## config.mk

```make
export PLATFORM = sky130hd
export DESIGN_NAME = writeback_regfile_flat
export DESIGN_NICKNAME = d
export VERILOG_FILES = /design/src/rtl/wb_pkg.sv /design/src/rtl/writeback_regfile_if.sv /design/src/rtl/wb_merge.sv /design/src/rtl/writeback_regfile.sv /design/src/flat_wrapper.sv
export SDC_FILE = /design/constraint.sdc
export NUM_CORES = 2
export LEC_CHECK = 0
export CORE_ASPECT_RATIO = 0.8
export CORE_MARGIN = 5
export CORE_UTILIZATION = 55
export CTS_CLUSTER_SIZE = 12
export DETAILED_ROUTE_END_ITERATION = 10
export PLACE_DENSITY = 0.69
export SLEW_MARGIN = 20
export SYNTH_ARGS = -nofsm -noshare
export SYNTH_HDL_FRONTEND = slang
export SYNTH_SLANG_ARGS = --single-unit
```

## constraint.sdc

```tcl
create_clock -name clk -period 4.06 [get_ports clk]
set_input_delay 0.812 -clock clk [delete_from_list [all_inputs] [get_ports clk]]
set_output_delay 0.812 -clock clk [all_outputs]
set_load 0.02 [all_outputs]
```

## src/rtl/wb_pkg.sv

```systemverilog
// wb_pkg: shared definitions for the writeback stage and register file.
// Holds the default sizing, a clog2 helper that never returns zero, and the
// channel record used by the execute and writeback stages.
package wb_pkg;

    localparam int DEFAULT_DW     = 32;
    localparam int DEFAULT_DEPTH  = 32;
    localparam int DEFAULT_NUM_WR = 2;
    localparam int DEFAULT_NUM_RD = 2;

    // Address width for a given register count; a 1- or 2-entry file
    // still gets a 1-bit address so port vectors never collapse to zero.
    function automatic int clog2_safe(input int n);
        return (n <= 2) ? 1 : $clog2(n);
    endfunction

    localparam int DEFAULT_AW = clog2_safe(DEFAULT_DEPTH);

    typedef struct packed {
        logic                  valid;
        logic [DEFAULT_AW-1:0] addr;
        logic [DEFAULT_DW-1:0] data;
    } wb_chan_t;

endpackage

```

## src/rtl/writeback_regfile_if.sv

```systemverilog
// writeback_regfile_if: bundles the writeback channels, the issue-time
// reservation, the read ports and the debug/status outputs.
//   master : drives wb_valid/wb_addr/wb_data, rsv_valid/rsv_addr, rd_addr;
//            observes rd_data, rd_busy, busy, wr_conflict, retire_cnt
//   slave  : the register file side (directions reversed)
interface writeback_regfile_if
    import wb_pkg::*;
#(
    parameter int DW     = DEFAULT_DW,
    parameter int DEPTH  = DEFAULT_DEPTH,
    parameter int AW     = clog2_safe(DEPTH),
    parameter int NUM_WR = DEFAULT_NUM_WR,
    parameter int NUM_RD = DEFAULT_NUM_RD,
    parameter int CNT_W  = 16
);
    logic [NUM_WR-1:0]    wb_valid;
    logic [NUM_WR*AW-1:0] wb_addr;
    logic [NUM_WR*DW-1:0] wb_data;
    logic                 rsv_valid;
    logic [AW-1:0]        rsv_addr;
    logic [NUM_RD*AW-1:0] rd_addr;
    logic [NUM_RD*DW-1:0] rd_data;
    logic [NUM_RD-1:0]    rd_busy;
    logic [DEPTH-1:0]     busy;
    logic                 wr_conflict;
    logic [CNT_W-1:0]     retire_cnt;

    modport master (
        output wb_valid, wb_addr, wb_data, rsv_valid, rsv_addr, rd_addr,
        input  rd_data, rd_busy, busy, wr_conflict, retire_cnt
    );

    modport slave (
        input  wb_valid, wb_addr, wb_data, rsv_valid, rsv_addr, rd_addr,
        output rd_data, rd_busy, busy, wr_conflict, retire_cnt
    );

endinterface

```

## src/rtl/wb_merge.sv

```systemverilog
// wb_merge: combinational priority resolution across writeback channels.
//   valid/addr/data : raw channel inputs
//   commit          : channel commits (valid and not a suppressed addr-0 write)
//   win_en          : channel is the highest-index committer to its address
//   win_data        : channel data, zeroed when the channel does not win
//   conflict        : two or more valid channels share an address
module wb_merge
    import wb_pkg::*;
#(
    parameter int DW       = DEFAULT_DW,
    parameter int AW       = DEFAULT_AW,
    parameter int NUM_WR   = DEFAULT_NUM_WR,
    parameter int ZERO_REG = 1
) (
    input  logic [NUM_WR-1:0]    valid,
    input  logic [NUM_WR*AW-1:0] addr,
    input  logic [NUM_WR*DW-1:0] data,
    output logic [NUM_WR-1:0]    commit,
    output logic [NUM_WR-1:0]    win_en,
    output logic [NUM_WR*DW-1:0] win_data,
    output logic                 conflict
);

    always_comb begin
        commit   = '0;
        win_en   = '0;
        win_data = '0;
        conflict = 1'b0;

        for (int i = 0; i < NUM_WR; i++) begin
            commit[i] = valid[i] &&
                        !((ZERO_REG != 0) && (addr[i*AW +: AW] == '0));
        end

        // A channel wins unless a higher-index committer hits the same
        // address. Collisions on a hardwired zero register are not
        // reported because nothing is actually written there.
        for (int i = 0; i < NUM_WR; i++) begin
            win_en[i] = commit[i];
            for (int k = i + 1; k < NUM_WR; k++) begin
                if (addr[i*AW +: AW] == addr[k*AW +: AW]) begin
                    if (commit[k]) begin
                        win_en[i] = 1'b0;
                    end
                    if (valid[i] && valid[k] &&
                        !((ZERO_REG != 0) && (addr[i*AW +: AW] == '0))) begin
                        conflict = 1'b1;
                    end
                end
            end
            if (win_en[i]) begin
                win_data[i*DW +: DW] = data[i*DW +: DW];
            end
        end
    end

endmodule

```

## src/rtl/writeback_regfile.sv

```systemverilog
// writeback_regfile: multi-channel writeback into a DEPTH x DW register
// array with write-through read ports, a per-register busy scoreboard,
// a retire counter and a registered write-conflict flag.
//   clk   : sole clock
//   rst_n : asynchronous active-low reset
//   bus   : writeback_regfile_if slave port (channels, reservation,
//           read ports, busy/conflict/retire status)
module writeback_regfile
    import wb_pkg::*;
#(
    parameter int DW       = DEFAULT_DW,
    parameter int DEPTH    = DEFAULT_DEPTH,
    parameter int AW       = clog2_safe(DEPTH),
    parameter int NUM_WR   = DEFAULT_NUM_WR,
    parameter int NUM_RD   = DEFAULT_NUM_RD,
    parameter int ZERO_REG = 1,
    parameter int CNT_W    = 16
) (
    input logic                clk,
    input logic                rst_n,
    writeback_regfile_if.slave bus
);

    logic [DW-1:0]        regs [DEPTH];
    logic [DEPTH-1:0]     busy_q;
    logic [DEPTH-1:0]     busy_next;
    logic                 conflict_q;
    logic [CNT_W-1:0]     cnt_q;
    logic [CNT_W-1:0]     cnt_inc;

    logic [NUM_WR-1:0]    gated_valid;
    logic [NUM_WR-1:0]    commit;
    logic [NUM_WR-1:0]    win_en;
    logic [NUM_WR*DW-1:0] win_data;
    logic                 conflict;

    // Writes are discarded while reset is held, which also keeps the
    // bypass path from showing write data on the read ports during reset.
    assign gated_valid = bus.wb_valid & {NUM_WR{rst_n}};

    wb_merge #(
        .DW       (DW),
        .AW       (AW),
        .NUM_WR   (NUM_WR),
        .ZERO_REG (ZERO_REG)
    ) u_merge (
        .valid    (gated_valid),
        .addr     (bus.wb_addr),
        .data     (bus.wb_data),
        .commit   (commit),
        .win_en   (win_en),
        .win_data (win_data),
        .conflict (conflict)
    );

    // Scoreboard update: a commit clears, then a reservation sets, so a
    // same-cycle reservation keeps the register busy for its new producer.
    always_comb begin
        busy_next = busy_q;
        for (int r = 0; r < DEPTH; r++) begin
            for (int i = 0; i < NUM_WR; i++) begin
                if (commit[i] && (bus.wb_addr[i*AW +: AW] == AW'(r))) begin
                    busy_next[r] = 1'b0;
                end
            end
            if (bus.rsv_valid && (bus.rsv_addr == AW'(r)) &&
                !((ZERO_REG != 0) && (r == 0))) begin
                busy_next[r] = 1'b1;
            end
        end
    end

    // Every committing channel retires, including ones shadowed by a
    // higher-index channel on the same address.
    always_comb begin
        cnt_inc = '0;
        for (int i = 0; i < NUM_WR; i++) begin
            cnt_inc = cnt_inc + CNT_W'(commit[i]);
        end
    end

    // Array: at most one winner per address, so loop order is irrelevant.
    always_ff @(posedge clk or negedge rst_n) begin
        if (!rst_n) begin
            for (int r = 0; r < DEPTH; r++) begin
                regs[r] <= '0;
            end
        end else begin
            for (int i = 0; i < NUM_WR; i++) begin
                if (win_en[i]) begin
                    regs[bus.wb_addr[i*AW +: AW]] <= win_data[i*DW +: DW];
                end
            end
        end
    end

    always_ff @(posedge clk or negedge rst_n) begin
        if (!rst_n) begin
            busy_q     <= '0;
            conflict_q <= 1'b0;
            cnt_q      <= '0;
        end else begin
            busy_q     <= busy_next;
            conflict_q <= conflict;
            cnt_q      <= cnt_q + cnt_inc;
        end
    end

    // Read ports: the winning same-cycle write to the address overrides
    // the array; a hardwired zero register always reads 0.
    always_comb begin
        bus.rd_data = '0;
        bus.rd_busy = '0;
        for (int j = 0; j < NUM_RD; j++) begin
            bus.rd_data[j*DW +: DW] = regs[bus.rd_addr[j*AW +: AW]];
            for (int i = 0; i < NUM_WR; i++) begin
                if (win_en[i] &&
                    (bus.wb_addr[i*AW +: AW] == bus.rd_addr[j*AW +: AW])) begin
                    bus.rd_data[j*DW +: DW] = win_data[i*DW +: DW];
                end
            end
            if ((ZERO_REG != 0) && (bus.rd_addr[j*AW +: AW] == '0)) begin
                bus.rd_data[j*DW +: DW] = '0;
            end
            bus.rd_busy[j] = busy_q[bus.rd_addr[j*AW +: AW]];
        end
    end

    assign bus.busy        = busy_q;
    assign bus.wr_conflict = conflict_q;
    assign bus.retire_cnt  = cnt_q;

endmodule

```

## src/flat_wrapper.sv

```systemverilog
// flat-port wrapper written by rule: the top's interface ports become plain ports
module writeback_regfile_flat import wb_pkg::*;
#(
    parameter int DW       = DEFAULT_DW,
    parameter int DEPTH    = DEFAULT_DEPTH,
    parameter int AW       = clog2_safe(DEPTH),
    parameter int NUM_WR   = DEFAULT_NUM_WR,
    parameter int NUM_RD   = DEFAULT_NUM_RD,
    parameter int ZERO_REG = 1,
    parameter int CNT_W    = 16
)
  (clk, rst_n, bus_wb_valid, bus_wb_addr, bus_wb_data, bus_rsv_valid, bus_rsv_addr, bus_rd_addr, bus_rd_data, bus_rd_busy, bus_busy, bus_wr_conflict, bus_retire_cnt);
  writeback_regfile_if #(.DW(DW), .DEPTH(DEPTH), .AW(AW), .NUM_WR(NUM_WR), .NUM_RD(NUM_RD), .CNT_W(CNT_W)) bus_i ();
  input logic clk;
  input logic rst_n;
  input wire logic [$bits(bus_i.wb_valid)-1:0] bus_wb_valid;
  input wire logic [$bits(bus_i.wb_addr)-1:0] bus_wb_addr;
  input wire logic [$bits(bus_i.wb_data)-1:0] bus_wb_data;
  input wire logic [$bits(bus_i.rsv_valid)-1:0] bus_rsv_valid;
  input wire logic [$bits(bus_i.rsv_addr)-1:0] bus_rsv_addr;
  input wire logic [$bits(bus_i.rd_addr)-1:0] bus_rd_addr;
  output wire logic [$bits(bus_i.rd_data)-1:0] bus_rd_data;
  output wire logic [$bits(bus_i.rd_busy)-1:0] bus_rd_busy;
  output wire logic [$bits(bus_i.busy)-1:0] bus_busy;
  output wire logic [$bits(bus_i.wr_conflict)-1:0] bus_wr_conflict;
  output wire logic [$bits(bus_i.retire_cnt)-1:0] bus_retire_cnt;
  assign bus_i.wb_valid = bus_wb_valid;
  assign bus_i.wb_addr = bus_wb_addr;
  assign bus_i.wb_data = bus_wb_data;
  assign bus_i.rsv_valid = bus_rsv_valid;
  assign bus_i.rsv_addr = bus_rsv_addr;
  assign bus_i.rd_addr = bus_rd_addr;
  assign bus_rd_data = bus_i.rd_data;
  assign bus_rd_busy = bus_i.rd_busy;
  assign bus_busy = bus_i.busy;
  assign bus_wr_conflict = bus_i.wr_conflict;
  assign bus_retire_cnt = bus_i.retire_cnt;
  writeback_regfile #(.DW(DW), .DEPTH(DEPTH), .AW(AW), .NUM_WR(NUM_WR), .NUM_RD(NUM_RD), .ZERO_REG(ZERO_REG), .CNT_W(CNT_W)) u_core (.clk(clk), .rst_n(rst_n), .bus(bus_i));
endmodule
```

* After elaboration in Yosys (flattened, before gate mapping)
Index checks and enable logic that the tools add are counted.
** Word-level totals
- Register bits :: 1073
- Input bits :: 94
- Output and inout port bits :: 115
** Operators by class
- Add/sub/neg operators :: 2
- Order comparisons :: 8
- Eq/ne operators :: 98
- Mux-type cells :: 125
- Bitwise gates (word level) :: 5
- Reductions and logical operators :: 143
** Operators by type and width (number)
- bitwise mux 1024 bit :: 2
- 2-to-1 mux 1024 bit :: 2
- 2-to-1 mux 32 bit :: 14
- binary-select mux 32 bit (select 5 bit) :: 2
- demux 32 bit (select 5 bit) :: 2
- equality test 5 bit, second input constant :: 48
- equality test 5 x 4 -> 1 bit, second input constant :: 24
- logical AND 1 bit :: 105
- 2-to-1 mux 1 bit :: 101
- nonzero test 3 bit :: 31
- equality test 5 x 3 -> 1 bit, second input constant :: 12
- equality test 5 x 2 -> 1 bit, second input constant :: 6
- equality test 5 bit :: 5
- >= comparator 6 bit, second input constant :: 4
- inverter 5 -> 6 bit :: 4
- zero test 5 bit :: 4
- adder 16 bit :: 1
- equality test 5 x 1 -> 1 bit, second input constant :: 3
- < comparator 5 x 6 -> 1 bit, second input constant :: 2
- < comparator 6 x 1 -> 1 bit, second input constant :: 2
- binary-select mux 1 bit (select 5 bit) :: 2
- adder 1 x 1 -> 2 bit :: 1
- bitwise AND 2 bit :: 1
- zero test 1 bit :: 2
- nonzero test 2 bit :: 1

* Logic depth before layout (Yosys ltp)
- Depth in word-level cells :: 10
- Gate-level depth with buffers :: 11

* By module
Synthesis repeated with hierarchy kept, for this count alone.
** Second synthesis, totals
- Cell total of the unflattened synthesis :: 6642
- Area, all modules :: 68330.5 sq um
** Modules (own cells, without submodules)
- writeback_regfile :: instances 1, cells an instance 6515, area an instance 67493.5 sq um
- wb_merge :: instances 1, cells an instance 127, area an instance 837.1 sq um

* Least setup slack after synthesis
OpenSTA, ideal clock, no wires.
- Kind :: input-to-output
- Start :: in bus_wb_addr[6]
- End :: out bus_rd_data[30]
- Arrival time :: 2.992 ns
- Data required time :: 3.248 ns
- Setup slack :: 0.256 ns
- Stages on the path :: 7
- Path buffers :: 0
- Cells stage by stage :: or4_1 > o211ai_2 > ha_1 > nand3_4 > a2111oi_4 > nor3_1 > o31ai_1
** Between the ends
- Word-level cells in the longest chain between the ends :: 9
- Elaborated cells on any way between the ends :: 14
- Classes of those cells :: 2 x eq/ne; 7 x mux; 5 x reduce/logical
** RTL lines
- start: declaration :: RTL line flat_wrapper.sv:17 : input wire logic [$bits(bus_i.wb_addr)-1:0] bus_wb_addr;
- zero test 5 bit :: RTL line wb_merge.sv:32 : !((ZERO_REG != 0) && (addr[i*AW +: AW] == '0));
- zero test 1 bit :: RTL line wb_merge.sv:32
- logical AND 1 bit :: RTL line wb_merge.sv:31 : commit[i] = valid[i] &&
- 2-to-1 mux 1 bit :: RTL line wb_merge.sv:42 : if (commit[k]) begin
- 2-to-1 mux 1 bit :: RTL line wb_merge.sv:41 : if (addr[i*AW +: AW] == addr[k*AW +: AW]) begin
- 2-to-1 mux 32 bit or logical AND 1 bit (tied branches) :: RTL line wb_merge.sv:51, writeback_regfile.sv:117
- 2-to-1 mux 32 bit :: RTL line writeback_regfile.sv:117 : if (win_en[i] &&
- 2-to-1 mux 32 bit * :: RTL line writeback_regfile.sv:117
- 2-to-1 mux 32 bit * :: RTL line writeback_regfile.sv:122 : if ((ZERO_REG != 0) && (bus.rd_addr[j*AW +: AW] == '0)) begin
- end: declaration :: RTL line flat_wrapper.sv:22 : output wire logic [$bits(bus_i.rd_data)-1:0] bus_rd_data;
Every way passes the cells marked *; elsewhere a longest branch is shown, timed or not.

* Final worst setup path
- Start :: in bus_wb_addr[5]
- End :: out bus_rd_data[10]
Same word-level chain as after synthesis.

==> out/metrics.cfg <==
[synth]
synth_area_leaders=dfrtp_1 (40%), mux4_2 (13%), mux2i_1 (11%), nand2_1 (7.1%), nor2_1 (4.5%)
synthCells=7066
ys_top_cells_by_count=nand2_1 (1279), dfrtp_1 (1072), nor2_1 (816)
yosys.area.top_type=dfrtp_1
synth_warnings=0
synth-compound-area-share=0.1467
syn_avg_cell_area_um2=9.574
synth.mux.area_fraction=0.2643
ys_seq_area_frac=0.3965
synth_cell_types=70
synth_area_um2=67650
synth_adder_area_share=0.001036
yosys.area_share.simple=0.1326
syn_nets=7165
synth.most_common_cell=nand2_1
synth_top_family_by_area=multiplexers
synth_edf_count=0
async_reset_ff_frac=1.000
ys_ff_latch=1072
synth_xor_area_frac=0.005049
synth_top_area_frac=0.3965
yosys_most_used_dff=dfrtp_1

[critical_path]
end_kind=primary output
rr_endpoint=u_core.bus.retire_cnt[12]
start_kind=input pin
path_max_fanout=5
path_class=input pin to primary output
cp_cell_sequence=buf_6 -> or4_4 -> o211ai_4 -> ha_4 -> nand3_4 -> a2111oi_4 -> buf_4 -> buf_6 -> nor2_4 -> buf_6 -> buf_12 -> a221o_1 -> buf_6
r2r-start=u_core.bus.retire_cnt[0]
reg2reg_slack_ps=2340
cp_data_required_time_ps=3250
cp_slowest_cell=or4_4
cp.arrival_ps=3460
cp_common_cell=buf_6
slowest_delay_ps=550
rr_worst_depth=6

[global_routing]
antenna_found_initial=8
grt_overflow_total=0
grt_pass1_wl_um=419800
grt.total_usage=0.4344
grt_max_degree=170
grt_pass1_vias=62060

[detailed_routing]
drt-initial-drc-count=10240
finalWirelength_um=289900
routedWlPerCell_um=32.59
ant_nets=0
viasPerCell=7.134
vias=63450
remaining_drc_errors=0
firstDrtPassIters=7

[die]
start_util=0.5518
io_pins=209
die-area_um2=130200
die_height_um=323.7
fp.coreArea_um2=122600
die_w_um=402.1
rows=115

[place]
gp_congestion=0.9643
dp_hpwl_um=179200
port_buffers=207
place_area_um2=75610

[cts]
clock_path_buffers=3
clkLatencyLatePin_ps=740
cts.clk_slew.worst_paths_ps=70
cts_tree=done
h-tree-depth=3
root_buffer=clkbuf_16
clock_sinks=1072
numCtsBuffers=110

[pwr]
power_density_nw_per_um2=450.6
cellLeakagePower_nw=37.17
peakVddDrop_uv=373.1

[layout]
final-seq-area_um2=26830
multi_input_area_um2=38050
final_area_um2=79770
area_growth_pct=17.91
nFillCells=9542
drive_above_1_share=0.2031
nets=7261

[timing]
min_period_over_period=1.053
drv_slew=0
skew_ps=2.024
hold_viol_final=0
period_needed_ps=4276
grt_setup_unrepaired=yes
hold_ws_ps=134.1
setup_viol=58
worst_pin_slew_ps=1017
fmax_ghz=0.2339
relSlewSlack=0.3221
timing.final.ws_setup_ps=-216.0

[hold_path]
min_path_type=input pin to async pin

[flow_run]
max_cap_viol_count=0

[status]
status=complete, but fails checks
violations=negative setup slack

## worst max path at each step
stage,startpoint,endpoint
floorplan,bus_wb_addr[6],bus_rd_data[30]
global placement,bus_wb_addr[6],bus_rd_data[20]
detailed placement,bus_wb_addr[6],bus_rd_data[17]
CTS,bus_wb_addr[8],bus_rd_data[12]
global route,bus_wb_addr[5],bus_rd_data[10]
finish,bus_wb_addr[5],bus_rd_data[10]
## logic make-up (layout without fill, tap and decap cells)
kind of cell               count (synthesis)  in the layout
AOI/OAI and AO/OA                       1558           1558
adders and majority gates                  5              5
DFF                                     1072           1072
muxes                                   1271           1271
and+or+nand+nor                         2272           2272
buffers and inverters                    848           1026
other                                      1             13
xor gates and xnor gates                  39             39
## registers in the layout, summed over array words and instances (netlist names)
register                cells
u_core.bus.busy            31
u_core.bus.retire_cnt      16
u_core.bus.wr_conflict      1
u_core.regs              1024
## layout make-up
cell class | count | share of cell area
Antenna cell | 12 | 0.0003765
Clock buffer | 176 | 0.04240
Clock inverter | 18 | 0.002823
Inverter | 8 | 0.0003765
Multi-Input combinational cell | 5146 | 0.4771
Sequential cell | 1072 | 0.3363
Tap cell | 1638 | 0.02569
Timing Repair Buffer | 824 | 0.1150
## worst max-delay path: cells and delay by family
family / cells / cell delay (ps)
AOI/OAI and AO/OA: 3 / 940
adders and majority gates: 1 / 180
buffers and inverters: 6 / 860
and+or+nand+nor: 3 / 680
## metal layers
metal	GRT usage	share of wire	up-vias	routed length [um]
met5	0	0.00088	-	255
met4	0.2784	0.079	10	23000
met3	0.1804	0.16	1349	47150
met2	0.5970	0.40	5433	116000
met1	0.5682	0.36	31010	103500
li1	-	-	25650	-
## metrics by stage
| stage | worst slack (ps) | setup TNS (ps) | power, mW | util | std cells |
|---|---|---|---|---|---|
| 6_report | -216.0 | -5802 | 35.94 | 0.6507 | 8894 |
| 5_1_grt | -235.7 | -8011 | 37.32 | 0.6504 | 8883 |
| 2_1_floorplan | 255.5 | 0 | 21.59 | - | 7066 |
| 4_1_cts | -339.0 | -7166 | 35.58 | 0.6488 | 8878 |
| 3_5_place_dp | -977.1 | -51890 | 25.20 | 0.6168 | 8663 |
| 3_3_place_gp | -943.5 | -50110 | 24.67 | 0.6168 | 8663 |
## placed cells by master, fill, tap and decap left out, drive strengths merged, types with 15 or more instances in the layout
cell and count:
nand3 37, buf 690, nor2 817, o221ai 62
xor2 17, nor3 15, a31oi 480, xnor2 22
and2 64, dfrtp 1072, a221o 62, o211ai 29
o22ai 63, mux2 100, a211oi 54, mux4 402
nand2 1279, o21ai 257, mux2i 769, clkdlybuf4s50 119
a21oi 382, a22oi 111, a21boi 15, clkbuf 180
nor2b 16
## where the power goes
group / total (mW) / internal [mW] / switching (mW)
Clock: 10.5 / 5.86 / 4.62
Combinational: 9.74 / 5.12 / 4.62
Sequential: 15.7 / 13.4 / 2.36
Total: 35.9 / 24.3 / 11.6
## timing repair
action / CTS / global route
pin swaps: 41 / 20
setup endpoints to repair: 65 / 65
buffers inserted: 17 / 7
hold buffers: 0 / 0
endpoints found under the hold margin: 0 / 0
resized for setup: 362 / 47
cloned: 5 / 3
Power figures use the tool's default switching activity.
